### config.mk
export PLATFORM = sky130hd
export DESIGN_NAME = pwl_sigmoid_pipe
export DESIGN_NICKNAME = d
export VERILOG_FILES = /design/src/rtl/pwl_sigmoid_pipe.sv
export SDC_FILE = /design/constraint.sdc
export NUM_CORES = 1
export LEC_CHECK = 0
export CAP_MARGIN = 40
export CORE_AREA = 8 8 82 77
export CTS_CLUSTER_SIZE = 14
export DETAILED_ROUTE_END_ITERATION = 10
export DIE_AREA = 0 0 90 85
export PLACE_DENSITY_LB_ADDON = 0.2
export REMOVE_ABC_BUFFERS = 1
export SLEW_MARGIN = 40
export SYNTH_ARGS = -nofsm -noshare
export SYNTH_HDL_FRONTEND = slang
export SYNTH_SLANG_ARGS = --single-unit
### constraint.sdc
create_clock -name clk -period 4.7 [get_ports clk]
set_input_delay 0.94 -clock clk [delete_from_list [all_inputs] [get_ports clk]]
set_output_delay 0.94 -clock clk [all_outputs]
set_load 0.01 [all_outputs]
### src/rtl/pwl_sigmoid_pipe.sv
// pwl_sigmoid_pipe
// ----------------
// Pipelined piecewise-linear sigmoid (and optional tanh) approximator for
// signed fixed-point samples.
//   sigmoid(-a) ~= (1/2 - f/4) >> n   with a = |x|, n = int(a), f = frac(a)
//   sigmoid(x)   = 1 - sigmoid(-x)    for x >= 0
//   tanh(x)      = 2*sigmoid(2x) - 1
//
// Three stages: S1 abs/split, S2 shift, S3 reflect.
//
// Handshake: a sample transfers on in_valid & in_ready, and a result on
// out_valid & out_ready. The whole pipe advances together when
// adv = !out_valid | out_ready. in_ready equals adv. While the output is
// stalled every stage holds. Empty stages travel as bubbles.
//
// Optional macro TANH_EN adds the per-sample mode input (0 sigmoid,
// 1 tanh). Without it the block is sigmoid-only.
//
// Ports:
//   clk        rising-edge clock
//   rst        asynchronous active-high reset
//   in_valid   input sample valid
//   in_ready   block accepts a sample this cycle
//   in_data    signed sample, FRAC_W fractional bits
//   mode       0 = sigmoid, 1 = tanh (TANH_EN only)
//   out_valid  result valid
//   out_ready  downstream accepts result
//   out_data   result, FRAC_W fractional bits
//   out_sat    result is a saturated endpoint (h == 0 or input clamped)
module pwl_sigmoid_pipe #(
    parameter int IN_W   = 16,
    parameter int FRAC_W = 8,
    parameter int OUT_W  = 16
) (
    input  logic              clk,
    input  logic              rst,
    input  logic              in_valid,
    output logic              in_ready,
    input  logic [IN_W-1:0]   in_data,
`ifdef TANH_EN
    input  logic              mode,
`endif
    output logic              out_valid,
    input  logic              out_ready,
    output logic [OUT_W-1:0]  out_data,
    output logic              out_sat
);

    // Magnitude width (sign removed) and integer-part width.
    localparam int AW = IN_W - 1;
    localparam int NW = IN_W - 1 - FRAC_W;

    localparam logic [AW-1:0]     A_MAX = {AW{1'b1}};
    localparam logic [AW-1:0]     A_ONE = {{(AW-1){1'b0}}, 1'b1};
    localparam logic [FRAC_W-1:0] HALF  = {1'b1, {(FRAC_W-1){1'b0}}};
    localparam logic [FRAC_W+1:0] ONE   = {2'b01, {FRAC_W{1'b0}}};

    logic adv;

    // Stage 1 registers
    logic              s1_valid_q, s1_valid_d;
    logic              s1_sign_q,  s1_sign_d;
    logic              s1_clamp_q, s1_clamp_d;
    logic [NW-1:0]     s1_n_q,     s1_n_d;
    logic [FRAC_W-1:0] s1_f_q,     s1_f_d;
    // Stage 2 registers
    logic              s2_valid_q, s2_valid_d;
    logic              s2_sign_q,  s2_sign_d;
    logic              s2_clamp_q, s2_clamp_d;
    logic [FRAC_W-1:0] s2_h_q,     s2_h_d;
    logic              s2_zero_q,  s2_zero_d;
    // Output registers
    logic              out_valid_q, out_valid_d;
    logic [OUT_W-1:0]  out_data_q,  out_data_d;
    logic              out_sat_q,   out_sat_d;
`ifdef TANH_EN
    logic              s1_mode_q, s1_mode_d;
    logic              s2_mode_q, s2_mode_d;
`endif

    // Combinational intermediates
    logic [AW-1:0]     abs_a;
    logic              clamp_a;
    logic [FRAC_W-1:0] g_v;
    logic [FRAC_W-1:0] h_v;
    logic [FRAC_W+1:0] h_ext;
    logic [FRAC_W+1:0] res_v;

    assign adv       = !out_valid_q || out_ready;
    assign in_ready  = adv;
    assign out_valid = out_valid_q;
    assign out_data  = out_data_q;
    assign out_sat   = out_sat_q;

    // S1: exact magnitude. |x| < 2^AW for every x except the most negative
    // value, so the low AW bits of the two's-complement negation suffice.
    always_comb begin
        abs_a   = in_data[IN_W-1] ? (~in_data[AW-1:0] + A_ONE) : in_data[AW-1:0];
        clamp_a = 1'b0;
        if (in_data[IN_W-1] && (in_data[AW-1:0] == '0)) begin
            abs_a   = A_MAX;
            clamp_a = 1'b1;
        end
`ifdef TANH_EN
        // tanh works on sigmoid(2x); double with saturation.
        if (mode) begin
            if (abs_a[AW-1]) begin
                abs_a   = A_MAX;
                clamp_a = 1'b1;
            end else begin
                abs_a = {abs_a[AW-2:0], 1'b0};
            end
        end
`endif
    end

    // S2: h = (1/2 - f/4) >> n, forced to zero once the shift empties g.
    always_comb begin
        g_v = HALF - (s1_f_q >> 2);
        if (int'(s1_n_q) >= FRAC_W) begin
            h_v = '0;
        end else begin
            h_v = g_v >> s1_n_q;
        end
    end

    // S3: reflect about 1/2 (sigmoid) or scale and reflect about 0 (tanh).
    always_comb begin
        h_ext = {2'b00, s2_h_q};
        res_v = s2_sign_q ? h_ext : (ONE - h_ext);
`ifdef TANH_EN
        if (s2_mode_q) begin
            res_v = s2_sign_q ? ((h_ext << 1) - ONE) : (ONE - (h_ext << 1));
        end
`endif
    end

    // Next-state: every stage loads on adv, otherwise holds.
    always_comb begin
        s1_valid_d  = s1_valid_q;
        s1_sign_d   = s1_sign_q;
        s1_clamp_d  = s1_clamp_q;
        s1_n_d      = s1_n_q;
        s1_f_d      = s1_f_q;
        s2_valid_d  = s2_valid_q;
        s2_sign_d   = s2_sign_q;
        s2_clamp_d  = s2_clamp_q;
        s2_h_d      = s2_h_q;
        s2_zero_d   = s2_zero_q;
        out_valid_d = out_valid_q;
        out_data_d  = out_data_q;
        out_sat_d   = out_sat_q;
`ifdef TANH_EN
        s1_mode_d   = s1_mode_q;
        s2_mode_d   = s2_mode_q;
`endif
        if (adv) begin
            s1_valid_d  = in_valid;
            s1_sign_d   = in_data[IN_W-1];
            s1_clamp_d  = clamp_a;
            s1_n_d      = abs_a[AW-1:FRAC_W];
            s1_f_d      = abs_a[FRAC_W-1:0];
            s2_valid_d  = s1_valid_q;
            s2_sign_d   = s1_sign_q;
            s2_clamp_d  = s1_clamp_q;
            s2_h_d      = h_v;
            s2_zero_d   = (h_v == '0);
            out_valid_d = s2_valid_q;
            out_data_d  = OUT_W'(res_v);
            out_sat_d   = s2_zero_q || s2_clamp_q;
`ifdef TANH_EN
            s1_mode_d   = mode;
            s2_mode_d   = s1_mode_q;
            // tanh results are signed; sigmoid results stay zero-extended.
            if (s2_mode_q) begin
                out_data_d = OUT_W'($signed(res_v));
            end
`endif
        end
    end

    always_ff @(posedge clk or posedge rst) begin
        if (rst) begin
            s1_valid_q  <= 1'b0;
            s1_sign_q   <= 1'b0;
            s1_clamp_q  <= 1'b0;
            s1_n_q      <= '0;
            s1_f_q      <= '0;
            s2_valid_q  <= 1'b0;
            s2_sign_q   <= 1'b0;
            s2_clamp_q  <= 1'b0;
            s2_h_q      <= '0;
            s2_zero_q   <= 1'b0;
            out_valid_q <= 1'b0;
            out_data_q  <= '0;
            out_sat_q   <= 1'b0;
`ifdef TANH_EN
            s1_mode_q   <= 1'b0;
            s2_mode_q   <= 1'b0;
`endif
        end else begin
            s1_valid_q  <= s1_valid_d;
            s1_sign_q   <= s1_sign_d;
            s1_clamp_q  <= s1_clamp_d;
            s1_n_q      <= s1_n_d;
            s1_f_q      <= s1_f_d;
            s2_valid_q  <= s2_valid_d;
            s2_sign_q   <= s2_sign_d;
            s2_clamp_q  <= s2_clamp_d;
            s2_h_q      <= s2_h_d;
            s2_zero_q   <= s2_zero_d;
            out_valid_q <= out_valid_d;
            out_data_q  <= out_data_d;
            out_sat_q   <= out_sat_d;
`ifdef TANH_EN
            s1_mode_q   <= s1_mode_d;
            s2_mode_q   <= s2_mode_d;
`endif
        end
    end

endmodule

==> results.md, run 1 <==
- In this run, synthesis inferred 0 flip-flops with an integrated enable.
- After synthesis the netlist holds a flip-flop and latch count of 39.
- The path category of the worst min-delay check is reg2reg.
- The critical path endpoint category is a register.
- The share of the clock period used by the worst path after layout is 0.747.
- The layer flagged by global routing as most heavily used is met2.
- In this run the mean area of a mapped cell was 8.51 µm².
- The number of inserted diodes is 0.
- The worst setup path is of the in2reg kind.
- The number of DRC markers in iteration 0 is approximately 170.
- The number of hold violations in the final report was 0.
- Total power for the finished layout comes to ~1.2 mW.
- Once detail routing completed, the nets flagged for antenna violations numbered 0.
- The overall die width is roughly 90 µm.
- The die is 85 µm tall.
- Ranked by total cell area, the synthesized netlist is headed by sky130_fd_sc_hd__dfrtp_1, sky130_fd_sc_hd__nand2_1, sky130_fd_sc_hd__nor2_1.
- The share of total power dissipated in combinational logic is 0.384.
- The first global-routing pass estimated 8480 µm of wire.
- In the global route stage, overall resource usage came out at 0.131.
- The via count of the first global-routing pass is 1935.
- The leakage power summed over all cells is between 1 and 1.5 nW.
- Summing every instance area after synthesis gives 2380 µm².
- The routability-driven placement congestion ratio is approximately 0.86.
- Pin placement for this block handled 39 I/O pins.
- At the worst endpoint, the arrival time is 3720 ps.
- Across all hold checks on the routed design, the worst slack comes to between 400 and 500 ps.
- For this design, the sink count on the clock tree is 39.
- The standard cell core area is 5000 µm².
- The clock period minus worst slack is approximately 3500 ps.
- The cell accounting for the most synthesized area is sky130_fd_sc_hd__dfrtp_1.
- Max-cap violations in this run came to 0.
- The total via count in the routed design is about 2000.
- The relative area change from synthesis to final layout is 17.4%.
- For the pin with the worst max-slew slack, the measured transition is 643 ps.
- The power density over the cells is between 400 and 500 nW/µm².
- The number of post-CTS setup repair buffers is 0.
- The first-pass iteration count of the detailed router is 4.
- TritonCTS built the clock tree.
- The number of unique standard cell types used by synthesis is 55.
- Input and output buffers added on the ports amount to 31.
- The internal power of the cells totals 746 µW.
- Setup total negative slack on the finished layout was measured at 0 ps.
- The final layout contains routed wiring with a total length of between 4000 and 5000 µm.
- For met2 alone, demand over resource in global routing was 0.223.
- The count of cells in the finished layout, fillers not included, comes to 373.
- The dominant register cell in the synthesized netlist is sky130_fd_sc_hd__dfrtp_1.
- The total overflow left after global routing is 0.
- The post-place instance area is 2710 µm².
- For the final database, setup skew stands at 3.70 ps.
- The share of total power dissipated in the clock network is 0.183.
- The die covers around 7700 µm².
- Derived from the worst setup path, the maximum achievable clock frequency is 285 MHz.
- The DRC violations left is 0.
- The met1 usage in global routing is 0.154.
- The initial core utilization is 0.476.
- STA puts the critical path data required time at 4910 ps.
- Once placement completed, the tool counted placed cells totaling around 370.
- The maximum root-to-sink buffer count is 2.
- Setup violations remaining at the end of the flow were counted as 0.
- Fill cells in the final layout number 494.
- Synthesis handed over a netlist of 280 instances.
- Post-CTS repair changed the size of 0 cells.
- In the final layout, the share of cells above drive strength 1 is 0.0686.
- The number of antenna violations at the first check in global routing is 0.
- For this design the total switching power over the nets is 460 µW.
- The placed wire-length estimate after detailed placement is 3590 µm.
- CTS placed an instance of sky130_fd_sc_hd__clkbuf_8 at the clock tree root.
- The switching share of power is 0.382.
- The number of warnings printed during yosys synthesis is 0.
- The finished layout cell area is 2800 µm².
- IR analysis of the VDD net gives a maximum drop of about 0.16 mV.
- Row generation in the floorplan step produced 25 rows.
- The library cells used most frequently in the layout, excluding fill and tap cells, are sky130_fd_sc_hd__dfrtp_1, sky130_fd_sc_hd__nand2_1, sky130_fd_sc_hd__nor2_1, sky130_fd_sc_hd__clkdlybuf4s50_1, sky130_fd_sc_hd__o21ai_0.
- The layout net count is 327.
- The largest fanout of any net on the critical path is 11.
- The global routing met3 resource utilization is 0.0406.
- After detailed routing, the number of vias per cell comes to 5.36.
- The pin count of the biggest net entering global routing is 40.
- The number of max-slew violations in the final report was 0.
- The critical path launch point type is an input pin.
- The share of synthesized area in the top cell type comes to 0.410.
- The number of hold buffers added after CTS was 0.
- After synthesis, the share of flip-flops with an asynchronous set or reset is 1.00.
- The H-tree was split into 2 levels.
- The average wire per cell in the routed design is 13.0 µm.
- The clock buffer count from CTS is 5.
- The flow ran to the end, and the final reports show no timing, DRC or antenna violations.
- Setup repair after global routing left no endpoint under its margin.
- The share of total power dissipated in sequential elements is 0.433.
- Of the synthesized area, sequential elements account for 0.410.
- The relative slew slack is 0.571.
- The insertion delay of the later-clocked pin in the worst-skew pair is a little under 300 ps.
- The clock transition time at the flip-flop clock pins of the worst setup and hold paths is 80 ps.
- Leaving out fill and tap cells, the most frequent cell in the layout is sky130_fd_sc_hd__dfrtp_1.
==> final timing paths <==
kind | end | start | slack [ps] | cells past startpoint
min in group asynchronous | out_data[6]$_DFFE_PP0P_ | rst | 1050 | 3
max | s1_n_q[2]$_DFFE_PP0P_ | in_data[1] | 1190 | 7
min | s2_valid_q$_DFFE_PP0P_ | s2_valid_q$_DFFE_PP0P_ | 460 | 2
max in group asynchronous | s1_f_q[7]$_DFFE_PP0P_ | rst | 3310 | 3
min reg2reg | s2_valid_q$_DFFE_PP0P_ | s2_valid_q$_DFFE_PP0P_ | 460 | 2
max reg2reg | s2_zero_q$_DFFE_PP0P_ | s1_f_q[2]$_DFFE_PP0P_ | 2270 | 9
==> power by group through the flow <==
stage          Sequential, mW  Clock, mW  Combinational (mW)
2_1_floorplan           0.520          0               0.285
3_3_place_gp            0.524          0               0.460
3_5_place_dp            0.528          0               0.466
4_1_cts                 0.521      0.231               0.468
5_1_grt                 0.536      0.244               0.515
6_report                0.522      0.221               0.463
==> cells in the mapped netlist, types with 2 or more instances <==
cell type	count
sky130_fd_sc_hd__xnor2_1	8
sky130_fd_sc_hd__nor3_1	8
sky130_fd_sc_hd__dfrtp_1	39
sky130_fd_sc_hd__or2_2	2
sky130_fd_sc_hd__nor4b_1	2
sky130_fd_sc_hd__a22o_1	5
sky130_fd_sc_hd__o22ai_1	2
sky130_fd_sc_hd__ha_1	2
sky130_fd_sc_hd__or4_4	2
sky130_fd_sc_hd__o31ai_1	3
sky130_fd_sc_hd__clkbuf_1	13
sky130_fd_sc_hd__inv_1	8
sky130_fd_sc_hd__nand2_1	37
sky130_fd_sc_hd__nand2b_1	6
sky130_fd_sc_hd__o21ai_0	21
sky130_fd_sc_hd__nor2_1	32
sky130_fd_sc_hd__a22oi_2	2
sky130_fd_sc_hd__a211oi_1	2
sky130_fd_sc_hd__and2_1	2
sky130_fd_sc_hd__mux2i_1	4
sky130_fd_sc_hd__or3_1	2
sky130_fd_sc_hd__o211ai_1	2
sky130_fd_sc_hd__o31a_1	3
sky130_fd_sc_hd__buf_4	7
sky130_fd_sc_hd__nand3_1	5
sky130_fd_sc_hd__a31oi_1	3
sky130_fd_sc_hd__a21oi_1	20
sky130_fd_sc_hd__nor2b_1	2
sky130_fd_sc_hd__xor2_1	9
sky130_fd_sc_hd__nor4_1	2
==> area by class of cell <==
cell class                      instances  area, µm²  share of cell area
Timing Repair Buffer                   34        333               0.119
Clock buffer                            5       68.8              0.0246
Inverter                                9       33.8              0.0121
Multi-Input combinational cell        216       1280               0.458
Sequential cell                        39        976               0.349
Clock inverter                          3       20.0             0.00716
Tap cell                               67       83.8              0.0300
==> metrics by stage <==
stage	setup WS [ps]	utilization
final	1190	0.559
after global routing	1040	0.559
after CTS	1190	0.559
after detailed placement	884	0.541
after global placement	905	0.541
after floorplan	869	-
==> critical path, cell delays in order <==
cell                              delay, ps
sky130_fd_sc_hd__clkdlybuf4s50_1        430
sky130_fd_sc_hd__or4_4                  580
sky130_fd_sc_hd__nor4_4                 180
sky130_fd_sc_hd__or4b_4                 510
sky130_fd_sc_hd__or4_4                  440
sky130_fd_sc_hd__o31a_1                 440
sky130_fd_sc_hd__a22oi_1                190
==> sequential cells by signal, summed over array words and instances, names as in the netlist, 6 cells and up <==
name,flops
out_data,9
s2_h_q,8
s1_n_q,7
s1_f_q,6
==> logic make-up after synthesis <==
kind of cell	Yosys count	share of synthesized area
AO/OA/AOI/OAI	74	0.201
adder cells (fa/ha/maj)	2	0.0105
multiplexers	4	0.0168
buffers and inverters	31	0.0630
flip-flops	39	0.410
XOR/XNOR	17	0.0625
AND/OR/NAND/NOR	112	0.235
other	1	0.00157
==> layer usage <==
metal  up-vias  wire (µm)  part of all wire
li1       1023          -                 -
met2        68       2290              0.47
met1       903       2260              0.46
met3         5        268             0.055
met4         0         50             0.010
met5         -          0                 0
No activity file was read; power rests on OpenSTA's default activity.
==> run 2: changes to the inputs <==
clock period = 3.6 ns   (was 4.7 ns; I/O delays follow)
==> results.md, run 2 (synthesized netlist as in run 1, its figures left out) <==
- The run finished with clean final reports.
- The initial core utilization was 0.476 (unchanged).
- The final worst clock skew came to 9.68 ps (+5.98 ps).
- The leakage power summed over all cells is 1.18 nW (+2.2%).
- The DRC violations left is 0 (unchanged).
- The via count of the first global-routing pass is 1961 (+1.3%).
- Signal routing reaches up to met4.
- The number of hold violations in the final report is 0 (unchanged).
- In the layout the commonest cells are sky130_fd_sc_hd__dfrtp_1, sky130_fd_sc_hd__nand2_1, sky130_fd_sc_hd__nor2_1, sky130_fd_sc_hd__clkdlybuf4s50_1, sky130_fd_sc_hd__o21ai_0.
- The combined global-route utilization of all metal layers is 0.131 (+0.000237).
- The area taken by flip-flops and latches came to 976 µm² (unchanged).
- Setup repair after global routing left no endpoint under its margin.
- The fill cell total of the finished layout is 493 (-0.20%).
- The total via count in the routed design was 2017 (+0.90%).
- The number of max-slew violations in the final report is 0 (unchanged).
- The routed wire length on met3 is 215 µm (-20%).
- Subtracting the final worst setup slack from the clock period gives 3310 ps.
- The number of inserted diodes is 0 (unchanged).
- The maximum operating frequency is around 300 MHz.
- The sum of negative setup slack is 0 ps (unchanged).
- The post-CTS resize count is 0 (unchanged).
- The path category of the worst min-delay check is reg2reg.
- The power density over the cells is 602 nW/µm² (+39%).
- The number of DRC markers in iteration 0 is 169 (+1.2%).
- The number of max-capacitance violations reported came to 0 (unchanged).
- The first-pass iteration count of the detailed router is 4 (unchanged).
- The worst setup path is launched from an input pin.
- The wire length the detailed router placed on met1 is 2280 µm (+1.0%).
- The clock transition time at the flip-flop clock pins of the worst setup and hold paths came to 70 ps (about the same).
- The critical path endpoint category is a register.
- The count of port buffers added during placement is 31 (unchanged).
- The area enclosed by the die boundary was 7650 µm² (unchanged).
- The worst-margin pin slew is 625 ps (-18.4 ps).
- The finished layout cell area is 2840 µm² (+1.6%).
- The number of antenna violations at the first check in global routing was 0 (unchanged).
- The placed instance count was 365 (unchanged).
- The overall die width was 90 µm (unchanged).
- The first-pass GRT wire length was 8540 µm (+0.65%).
- The total length of routed wires is 4870 µm (+0.27%).
- The clock buffer count from CTS came to 5 (unchanged).
- The insertion delay of the later-clocked pin in the worst-skew pair is 290 ps (about the same).
- The average wire per cell in the routed design is 13.1 µm (+0.27%).
- The TritonCTS sink count is 39 (unchanged).
- The hold buffer count at CTS is 0 (unchanged).
- The overflow left after global routing was 0 (unchanged).
- From synthesis to final layout, the design area changed by 19.2%.
- The relative slew slack is 0.583 (+0.0123).
- The highest ir drop seen on vdd is 0.251 mV (+60%).
- The post-placement worst setup slack is -9.98 ps (-894 ps).
- The die height is 85 µm (unchanged).
- The number of flip-flops in the largest register is 9 (unchanged).
- The most common cell after layout, fill and taps aside is sky130_fd_sc_hd__dfrtp_1.
- The standard cell core area is 5000 µm² (unchanged).
- The post-place instance area is 2710 µm² (unchanged).
- The signal on the critical path passes through clkdlybuf4s50_1, or4_4, nor4_4, or4b_4, or4_4, o31a_1, a22oi_1.
- The largest fanout of any net on the critical path is 11 (unchanged).
- The placed wire-length estimate after detailed placement is 3620 µm (+0.65%).
- The type of the worst setup path is in2reg.
- The number of I/O pins is 39 (unchanged).
- The slowest stage of the critical path is the sky130_fd_sc_hd__or4_4 cell.
- The reg2reg setup slack was 1160 ps (-1110 ps).
- The delay contributed by the slowest stage of the critical path was 580 ps (about the same).
- The data arrival time of the worst path was 3510 ps (-210 ps).
- The layout net count is 327 (unchanged).
- The utilization of the core after routing is 0.568 (+0.00875).
- The pin count of the biggest net entering global routing is 40 (unchanged).
- The area of the multi-input gates is 1280 µm² (unchanged).
- The row count is 25 (unchanged).
- The worst setup margin was 288 ps (-903 ps).
- The fraction of final layout cells sized beyond drive strength 1 is 0.0654 (-0.00327).
- The routability-driven placement congestion ratio is 0.861 (-0.30%).
- TritonCTS built the clock tree.
- The clock root buffer is sky130_fd_sc_hd__clkbuf_8.
- The minimum hold slack was 462 ps (-0.229 ps).
- The ratio of routed vias to standard cells is 5.41 (+0.90%).
- The data required time at the worst endpoint came to 3800 ps (-1110 ps).
- The number of levels the H-tree was split into was 2 (unchanged).
- The maximum root-to-sink buffer count is 2 (unchanged).
- The count of endpoints failing setup in the final report came to 0 (unchanged).
- The final standard cell count with taps included and fillers excluded is 373 (unchanged).
- The total length of routed met2 wires is 2320 µm (+1.4%).
- Dividing the final minimum period by the clock period gives 0.920.
- The most numerous cell on the critical path is sky130_fd_sc_hd__or4_4.
- The overall power is 1.71 mW (+42%).
- The number of post-CTS setup repair buffers is 0 (unchanged).
- The number of nets with antenna violations after detailed routing is 0 (unchanged).
## run 2: layer usage
layer / vias to the layer above / global-route usage
met2: 59 / 0.224
met4: 0 / 0.0559
met1: 923 / 0.152
met5: - / 0
li1: 1028 / -
met3: 7 / 0.0353
## run 2: path summary, 6_finish.rpt
kind	from	end	cells after the start
max	in_data[1]	s1_n_q[2]$_DFFE_PP0P_	7
min	s2_valid_q$_DFFE_PP0P_	s2_valid_q$_DFFE_PP0P_	2
max reg2reg	s1_f_q[4]$_DFFE_PP0P_	s2_zero_q$_DFFE_PP0P_	7
min reg2reg	s2_valid_q$_DFFE_PP0P_	s2_valid_q$_DFFE_PP0P_	2
max in group asynchronous	rst	s1_n_q[2]$_DFFE_PP0P_	3
min in group asynchronous	rst	out_data[8]$_DFFE_PP0P_	3
## run 2: final cells by class
cell class,count,area share
Clock buffer,6,0.0256
Sequential cell,39,0.344
Inverter,9,0.0119
Tap cell,67,0.0295
Timing Repair Buffer,34,0.117
Multi-Input combinational cell,216,0.451
Clock inverter,2,0.0211
## run 2: worst max-delay path, delay by kind of cell
kind                   cells  cell delay, ps
AOI/OAI and AO/OA          2             640
and+or+nand+nor            4            1700
buffers and inverters      1             430
## run 2: where the power goes
part           internal [mW]  switching [mW]
Sequential             0.550           0.132
Combinational          0.289           0.317
Clock                  0.277           0.145
==> run 3: changes to the inputs <==
==> constraint.sdc (replaced) <==
create_clock -name clk -period 3.6 [get_ports clk]
set_input_delay 0.54 -clock clk [delete_from_list [all_inputs] [get_ports clk]]
set_output_delay 0.54 -clock clk [all_outputs]
set_load 0.01 [all_outputs]
==> results.md, run 3 (synthesized netlist as in run 1, its figures left out) <==
- The run finished with clean final reports.
- The number of flip-flops in the largest register is 9 (unchanged).
- The die height was 85 µm (unchanged).
- The number of nets with antenna violations after detailed routing is 0 (unchanged).
- Among cell families on the critical path, the largest total delay comes from simple AND/OR/NAND/NOR gates.
- The reg2reg setup slack came to 1140 ps (-20 ps).
- The number of post-CTS setup repair buffers is 0 (unchanged).
- The reg-to-reg critical path startpoint is s1_f_q[2]$_DFFE_PP0P_.
- The overflow left after global routing is 0 (unchanged).
- The ratio of routed vias to standard cells is 5.52 (+2.0%).
- The depth of the worst register-to-register path came to 9 (+2).
- The number of hold violations in the final report is 0 (unchanged).
- The average wire per cell in the routed design is 13.3 µm (+2.2%).
- The most critical setup path has its endpoint at s1_n_q[2]$_DFFE_PP0P_.
- The data arrival time of the worst path was 3340 ps (-170 ps).
- The power dissipated by switching net loads was 597 µW (+0.64%).
- The number of antenna violations at the first check in global routing is 0 (unchanged).
- TritonCTS built the clock tree.
- The clock period minus worst slack is 3140 ps (-174 ps).
- The origin of the worst setup path is in_data[1].
- The post-CTS resize count came to 0 (unchanged).
- The uppermost metal layer occupied by signal nets is met4.
- The total via count in the routed design is 2058 (+2.0%).
- The relative contribution of sequential cells to total power came to 0.397 (-0.002).
- The hold buffer count at CTS is 0 (unchanged).
- The DRC violations left was 0 (unchanged).
- The critical path is of the in2reg type.
- The sum of negative setup slack is 0 ps (unchanged).
- The number of buffers and inverters on the critical path is 1 (unchanged).
- The number of max-capacitance violations reported is 0 (unchanged).
- The delay contributed by the slowest stage of the critical path is 580 ps (about the same).
- The highest ir drop seen on vdd was 0.234 mV (-6.8%).
- The insertion delay of the later-clocked pin in the worst-skew pair is 290 ps (about the same).
- The maximum operating frequency was 319 MHz (+5.6%).
- The path category of the worst min-delay check is reg2reg.
- The pin count of the biggest net entering global routing is 40 (unchanged).
- The initial core utilization was 0.476 (unchanged).
- The combined global-route utilization of all metal layers was 0.134 (+0.00320).
- The leakage power summed over all cells is 1.18 nW (unchanged).
- The final worst clock skew is 9.22 ps (-0.452 ps).
- The power density over the cells was 603 nW/µm² (+0.22%).
- The via count of the first global-routing pass is 1997 (+1.8%).
- The layout net count is 327 (unchanged).
- The routability-driven placement congestion ratio came to 0.861 (unchanged).
- The first-pass iteration count of the detailed router was 4 (unchanged).
- The finished layout cell area is 2840 µm² (unchanged).
- Among the stages of the critical path, the cell type that occurs most often is sky130_fd_sc_hd__or4_4.
- The standard cell core area is 5000 µm² (unchanged).
- The overall die width is 90 µm (unchanged).
- The worst-margin pin slew is 619 ps (-5.51 ps).
- The clock group share of total power came to 0.248 (about the same).
- The number of levels the H-tree was split into is 2 (unchanged).
- The cell sitting at the root of the clock tree is a sky130_fd_sc_hd__clkbuf_8.
- The count of port buffers added during placement is 31 (unchanged).
- The relative area change from synthesis to final layout came to 19.2% (unchanged).
- The wire length the detailed router placed on met1 is 2260 µm (-0.70%).
- The end of the worst register-to-register path is s2_zero_q$_DFFE_PP0P_.
- The clock transition time at the flip-flop clock pins of the worst setup and hold paths is 80 ps (about the same).
- The post-place instance area is 2710 µm² (unchanged).
- The top cell types in the final layout, fill and taps aside, are sky130_fd_sc_hd__dfrtp_1, sky130_fd_sc_hd__nand2_1, sky130_fd_sc_hd__nor2_1, sky130_fd_sc_hd__clkdlybuf4s50_1, sky130_fd_sc_hd__o21ai_0.
- Leaving out fill and tap cells, the most frequent cell in the layout is sky130_fd_sc_hd__dfrtp_1.
- The number of max-slew violations in the final report came to 0 (unchanged).
- The largest fanout of any net on the critical path is 11 (unchanged).
- Setup repair after global routing left no endpoint under its margin.
- The count of endpoints failing setup in the final report is 0 (unchanged).
- The number of inserted diodes is 0 (unchanged).
- The total length of routed wires was 4980 µm (+2.2%).
- The number of cells on the critical path is 7 (unchanged).
- The relative slew slack is 0.587 (+0.00367).
- The TritonCTS sink count is 39 (unchanged).
- The worst setup path is launched from an input pin.
- The overall power is 1.71 mW (+0.22%).
- The share of the clock period used by the worst path after layout is 0.872 (-0.0484).
- The maximum root-to-sink buffer count is 2 (unchanged).
- The fraction of final layout cells sized beyond drive strength 1 came to 0.0654 (unchanged).
- The number of DRC markers in iteration 0 came to 175 (+3.6%).
- The total length of routed met2 wires is 2360 µm (+1.7%).
- The clock buffer count from CTS is 5 (unchanged).
- Walking the worst path, the cells encountered are clkdlybuf4s50_1, or4_4, nor4_4, or4b_4, or4_4, o31a_1, a22oi_1.
- The placed wire-length estimate after detailed placement came to 3650 µm (+0.82%).
- The number of I/O pins came to 39 (unchanged).
- The area enclosed by the die boundary is 7650 µm² (unchanged).
- The routed wire length on met3 is 265 µm (+23%).
- The standard cell with the maximum stage delay on the critical path is sky130_fd_sc_hd__or4_4.
- The first-pass GRT wire length is 8690 µm (+1.9%).
- The data required time at the worst endpoint is 3800 ps (about the same).
- The row count came to 25 (unchanged).
- The total internal power is 1.12 mW (about the same).
- STA classifies the critical path endpoint as a register.
- The switching share of power is 0.348 (+0.00144).
- The combinational power share is 0.354 (about the same).
==> run 3: cell counts in the layout (fill, tap and decap cells not counted) <==
No cell type changed its count.
==> run 3: stage by stage <==
step	setup slack, ps	utilization	hold slack [ps]	std cells
2_1_floorplan	456	-	430	264
3_3_place_gp	206	0.541	442	365
3_5_place_dp	165	0.541	447	365
4_1_cts	464	0.568	465	373
5_1_grt	354	0.568	482	373
6_report	462	0.568	464	373
==> run 3: power groups by stage <==
stage	registers, mW	clock network [mW]	logic (mW)
after floorplan	0.679	0	0.372
after global placement	0.683	0	0.602
after detailed placement	0.690	0	0.610
after CTS	0.681	0.436	0.612
after global routing	0.703	0.453	0.672
final	0.681	0.425	0.606
==> run 3: metal layers <==
layer	track usage	up-vias
li1	-	1025
met1	0.151	960
met2	0.235	63
met3	0.0344	10
met4	0.0619	0
met5	0	-
==> run 3: how the worst min path moves through the flow <==
stage | from | end | slack (ps) | depth (start not counted)
3_3_place_gp | s2_valid_q$_DFFE_PP0P_ | s2_valid_q$_DFFE_PP0P_ | 440 | 2
4_1_cts | s2_valid_q$_DFFE_PP0P_ | s2_valid_q$_DFFE_PP0P_ | 470 | 2
5_1_grt | s2_valid_q$_DFFE_PP0P_ | s2_valid_q$_DFFE_PP0P_ | 480 | 2
3_5_place_dp | s2_valid_q$_DFFE_PP0P_ | s2_valid_q$_DFFE_PP0P_ | 450 | 2
6_report | s2_clamp_q$_DFFE_PP0P_ | s2_clamp_q$_DFFE_PP0P_ | 460 | 2
2_1_floorplan | s2_valid_q$_DFFE_PP0P_ | s2_valid_q$_DFFE_PP0P_ | 430 | 2
==> run 3: worst register-to-register path, delay by kind of cell, from the launching register on <==
family                     cells  cell delay (ps)
and+or+nand+nor                1              210
AOI/OAI and AO/OA              6             1260
adders and majority gates      1              290
DFF                            1              470
buffers and inverters          1              140
==> run 3: area by class of cell <==
cell class / count / area [µm²]
clock buffer: 6 / 72.6
clock inverter: 2 / 60.1
fill: 491 / 2160
inverter: 9 / 33.8
multi-input combinational: 216 / 1280
sequential: 39 / 976
tap: 67 / 83.8
timing repair buffer: 34 / 333
